`config.mk`:
```
export PLATFORM = sky130hd
export DESIGN_NAME = apb_master_param
export DESIGN_NICKNAME = d
export VERILOG_FILES = /design/src/rtl/apb_master_param.sv
export SDC_FILE = /design/constraint.sdc
export NUM_CORES = 1
export LEC_CHECK = 0
export CORE_MARGIN = 2
export CORE_UTILIZATION = 45
export DETAILED_ROUTE_END_ITERATION = 12
export HOLD_SLACK_MARGIN = 0.08
export PLACE_DENSITY = 0.86
export SLEW_MARGIN = 10
export SYNTH_ARGS = -nofsm -noshare
export SYNTH_HDL_FRONTEND = slang
export SYNTH_SLANG_ARGS = --single-unit
```
`constraint.sdc`:
```
create_clock -name pclk -period 3 [get_ports pclk]
set_input_delay 0.6 -clock pclk [delete_from_list [all_inputs] [get_ports pclk]]
set_output_delay 0.6 -clock pclk [all_outputs]
set_load 0.05 [all_outputs]
```
`src/rtl/apb_master_param.sv`:
```
// apb_master_param
// Single-transfer APB master with parameterised address/data width, slave
// count and ACCESS-phase wait timeout. A request is accepted only while idle;
// the slave is chosen by the top SW address bits.
//
// Ports:
//   pclk, preset        clock and asynchronous active-high reset
//   new_data, wr, ain,  transfer request, direction, address and write data
//   din                 (latched together when the master is idle)
//   busy                high whenever a transfer is in progress
//   done, err           one-cycle completion pulse and its status
//   dout                data from the last successful read
//   paddr, psel,        APB request side (psel is one-hot over NSLV slaves)
//   penable, pwrite,
//   pwdata
//   prdata, pready,     APB response side, one slice/bit per slave
//   pslverr
module apb_master_param #(
  parameter int AW      = 8,
  parameter int DW      = 8,
  parameter int NSLV    = 4,
  parameter int TIMEOUT = 15
) (
  input  logic               pclk,
  input  logic               preset,
  input  logic               new_data,
  input  logic               wr,
  input  logic [AW-1:0]      ain,
  input  logic [DW-1:0]      din,
  output logic               busy,
  output logic               done,
  output logic               err,
  output logic [DW-1:0]      dout,
  output logic [AW-1:0]      paddr,
  output logic [NSLV-1:0]    psel,
  output logic               penable,
  output logic               pwrite,
  output logic [DW-1:0]      pwdata,
  input  logic [NSLV*DW-1:0] prdata,
  input  logic [NSLV-1:0]    pready,
  input  logic [NSLV-1:0]    pslverr
);

  localparam int SW = $clog2(NSLV);
  localparam int CW = 8;

  typedef enum logic [1:0] {
    IDLE   = 2'd0,
    SETUP  = 2'd1,
    ACCESS = 2'd2
  } state_t;

  state_t            state_reg, state_next;
  logic [AW-1:0]     paddr_reg, paddr_next;
  logic [NSLV-1:0]   psel_reg, psel_next;
  logic              penable_reg, penable_next;
  logic              pwrite_reg, pwrite_next;
  logic [DW-1:0]     pwdata_reg, pwdata_next;
  logic              done_reg, done_next;
  logic              err_reg, err_next;
  logic              busy_reg, busy_next;
  logic [DW-1:0]     dout_reg, dout_next;
  logic [CW-1:0]     cnt_reg, cnt_next;

  // Slave index of the incoming request and of the latched transfer.
  logic [SW-1:0]     idx_in;
  logic [SW-1:0]     idx;
  logic              sel_ready;
  logic              sel_err;
  logic [DW-1:0]     sel_rdata;
  logic [DW-1:0]     rdata_arr [NSLV];

  assign idx_in = ain[AW-1 -: SW];
  assign idx    = paddr_reg[AW-1 -: SW];

  genvar gi;
  generate
    for (gi = 0; gi < NSLV; gi++) begin : g_slice
      assign rdata_arr[gi] = prdata[gi*DW +: DW];
    end
  endgenerate

  // Only the addressed slave's response is ever looked at.
  assign sel_ready = pready[idx];
  assign sel_err   = pslverr[idx];
  assign sel_rdata = rdata_arr[idx];

  always_ff @(posedge pclk or posedge preset) begin
    if (preset) begin
      state_reg   <= IDLE;
      paddr_reg   <= '0;
      psel_reg    <= '0;
      penable_reg <= 1'b0;
      pwrite_reg  <= 1'b0;
      pwdata_reg  <= '0;
      done_reg    <= 1'b0;
      err_reg     <= 1'b0;
      busy_reg    <= 1'b0;
      dout_reg    <= '0;
      cnt_reg     <= '0;
    end else begin
      state_reg   <= state_next;
      paddr_reg   <= paddr_next;
      psel_reg    <= psel_next;
      penable_reg <= penable_next;
      pwrite_reg  <= pwrite_next;
      pwdata_reg  <= pwdata_next;
      done_reg    <= done_next;
      err_reg     <= err_next;
      busy_reg    <= busy_next;
      dout_reg    <= dout_next;
      cnt_reg     <= cnt_next;
    end
  end

  always_comb begin
    state_next   = state_reg;
    paddr_next   = paddr_reg;
    psel_next    = psel_reg;
    penable_next = penable_reg;
    pwrite_next  = pwrite_reg;
    pwdata_next  = pwdata_reg;
    dout_next    = dout_reg;
    cnt_next     = cnt_reg;
    // done/err are pulses: they fall unless a completion happens this edge.
    done_next    = 1'b0;
    err_next     = 1'b0;

    unique case (state_reg)
      IDLE: begin
        if (new_data) begin
          paddr_next         = ain;
          pwrite_next        = wr;
          pwdata_next        = din;
          psel_next          = '0;
          psel_next[idx_in]  = 1'b1;
          penable_next       = 1'b0;
          state_next         = SETUP;
        end
      end
      SETUP: begin
        penable_next = 1'b1;
        cnt_next     = '0;
        state_next   = ACCESS;
      end
      ACCESS: begin
        // A ready response wins over a timeout reached in the same cycle.
        if (sel_ready) begin
          state_next   = IDLE;
          psel_next    = '0;
          penable_next = 1'b0;
          done_next    = 1'b1;
          err_next     = sel_err;
          if (!pwrite_reg && !sel_err) begin
            dout_next = sel_rdata;
          end
        end else if (cnt_reg == CW'(TIMEOUT)) begin
          state_next   = IDLE;
          psel_next    = '0;
          penable_next = 1'b0;
          done_next    = 1'b1;
          err_next     = 1'b1;
        end else begin
          cnt_next = cnt_reg + 1'b1;
        end
      end
      default: begin
        state_next   = IDLE;
        psel_next    = '0;
        penable_next = 1'b0;
      end
    endcase

    busy_next = (state_next != IDLE);
  end

  assign busy    = busy_reg;
  assign done    = done_reg;
  assign err     = err_reg;
  assign dout    = dout_reg;
  assign paddr   = paddr_reg;
  assign psel    = psel_reg;
  assign penable = penable_reg;
  assign pwrite  = pwrite_reg;
  assign pwdata  = pwdata_reg;

endmodule

```
==> metrics.txt <==
Worst EP required=2400 ps; startpoint types=register; 1st-pass router iterations=4; total CTS buffers=5; pwr dens=1068 nW/um^2; period utilization=0.8382; via/cell ratio=about 5.2; Pins Over Slew Limit=0; H-tree Lvls=2; Routed Wire Length=5119 um; vias in the first global route=~1700; Synth Warn #=0; Tot GR Track Use=0.2047; Post-CTS Hold Buffers=0; share of layout cells above drive strength 1=0.1119; Die Width=71.61 um; IO Count=93; VDD IR max=0.0006456 V; final net count=between 300 and 400; min cycle time layout=2515 ps; CP Data Arrival Time=1910 ps; Worst path slowest cell=clkdlybuf4s50_1; Total Neg Setup Slack=0 ps; leak pwr=1.412 nW; commonest non-fill, non-tap cell in the layout=clkdlybuf4s50_1; Max Freq=397.7 MHz; max_cap viols=0; dominant synthesized flop cell=dfrtp_1; routing usage on met1=0.2582; slew at the pin with the worst max-slew slack=860.4 ps; Worst Setup End Kind=output pin; starting density of the core=0.4692; post_cts resized=0; Syn Inst Count=190; initial antenna violation count=0; register area=1076 um^2; Final setup viols=0; Layout Cells excl Fill=338; sequential fraction of the synthesis area=0.5231; Root Buffer=clkbuf_8; RSZ-0062 raised after global routing=no; row count=24; routed length per placed instance=between 15 and 20 um; clk_skew=4.320 ps; Crit path buffers/inverters=1; Area Growth Syn to Fin=51.46%; multi-input combinational cell area=about 920 um^2; 1st-iter DRT viols=56; Slew headroom=0.4256; ANT cells=0; Antenna Nets Post-Route=0; largest net degree at the start of global routing=44; synth unique cells=33; crit-path cells=clkdlybuf4s50_1; chip height=around 70 um; Crit Path Category=reg -> out; fillers=between 300 and 400; Post-synth EDFFs=0; slowest cell delay on critical path=910 ps; Port Buffers=between 90 and 100; Sink Count=43; Post-DP HPWL=3918 um; DR DRC count=0; GR Layer Usage met3=0.06188; Bufs on Longest Clock Path=2; Synth async-reset ratio=1.000; final hold vios=0; global route overflow=0; gpl congestion=0.7501; Post-CTS Setup Bufs=0; Min-Delay Path Class=reg -> reg; detailed-route via count=~1800; worst skew pair latency=a little under 300 ps; global-route wire length before repair=~8000 um; Syn Area/Cell=about 11 um^2; CP delay by family, top=buffers and inverters; Yosys reg bits=43; DP Cell Count=330; met2 Usage GRT=0.3436; Clk pin slew, worst setup/hold paths=80 ps; gr busiest metal=met2; crit path max fanout=15; cell area after synthesis=2057 um^2; outcome=finished, final reports clean; Core ar.=4384 um^2; most frequent cells in the layout=92 x clkdlybuf4s50_1, 66 x nand2_1, 43 x dfrtp_1; CTS tree=built; post-synthesis net count=251; DIE AREA=5128 um^2
-- power breakdown --
part | switching (mW) | internal [mW]
Combinational | 1.20 | 0.760
Clock | 0.195 | 0.159
Sequential | 0.198 | 0.816
Total | 1.59 | 1.73
-- area by class of cell --
type | count | area share
Clock buffer | 5 | 0.02209
Timing Repair Buffer | 95 | 0.3028
Multi-Input combinational cell | 133 | 0.2956
Tap cell | 52 | 0.02088
Clock inverter | 3 | 0.004819
Inverter | 7 | 0.008434
Sequential cell | 43 | 0.3454
-- metrics by stage --
step                instance area, um^2  worst slack [ps]  hold slack, ps  total power, mW  utilization
floorplan                          2057              1047           481.1            2.323            -
global placement                   3032             554.7           457.6            2.954       0.6915
detailed placement                 3032             509.5           461.6            2.996       0.6915
CTS                                3115             471.6           480.9            3.358       0.7106
global route                       3115             400.9           513.4            3.501       0.7106
finish                             3115             485.4           475.4            3.329       0.7106
-- worst register-to-register path, stage by stage, from the launching register on --
cell and delay, ps:
dfrtp_1 710, nor3b_1 110, a311oi_1 400, a2111o_1 470
mux2_4 350
-- kinds of logic after synthesis --
kind of cell             Yosys count  share of synthesized area
AND/OR/NAND/NOR                   91                     0.1898
adder cells (fa/ha/maj)            1                   0.006082
AO/OA/AOI/OAI                     20                    0.07543
multiplexers                      21                     0.1764
buffers and inverters             14                    0.02919
flip-flops                        43                     0.5231
-- cells in the mapped netlist (all sizes together), types with 4 or more instances --
| cell | number | area, um^2 |
|---|---|---|
| dfrtp | 43 | 1076 |
| nand2 | 66 | 247.7 |
| inv | 6 | 22.52 |
| o21ai | 5 | 25.02 |
| nor2 | 7 | 26.28 |
| mux2 | 8 | 120.1 |
| mux2i | 4 | 40.04 |
| buf | 4 | 22.52 |
| mux4 | 9 | 202.7 |
-- worst paths after layout --
check	start	to	slack, ps	cells after the start
hold reg to reg	pwdata[7]$_DFFE_PP0P_	pwdata[7]$_DFFE_PP0P_	480	2
setup reg to reg	paddr[7]$_DFFE_PP0P_	dout[1]$_DFFE_PP0P_	850	4
max in group asynchronous	preset	pwdata[3]$_DFFE_PP0P_	1650	2
hold / removal	pwdata[7]$_DFFE_PP0P_	pwdata[7]$_DFFE_PP0P_	480	2
min in group asynchronous	preset	pwdata[7]$_DFFE_PP0P_	810	2
setup / recovery	paddr[7]$_DFFE_PP0P_	paddr[7]	490	1
-- metal layers --
layer  vias to the layer above  part of all wire
met5                         -                 0
met4                         0             0.013
met3                         7             0.068
met2                        59              0.50
met1                       849              0.41
li1                        851                 -
Power figures use the tool's default switching activity.
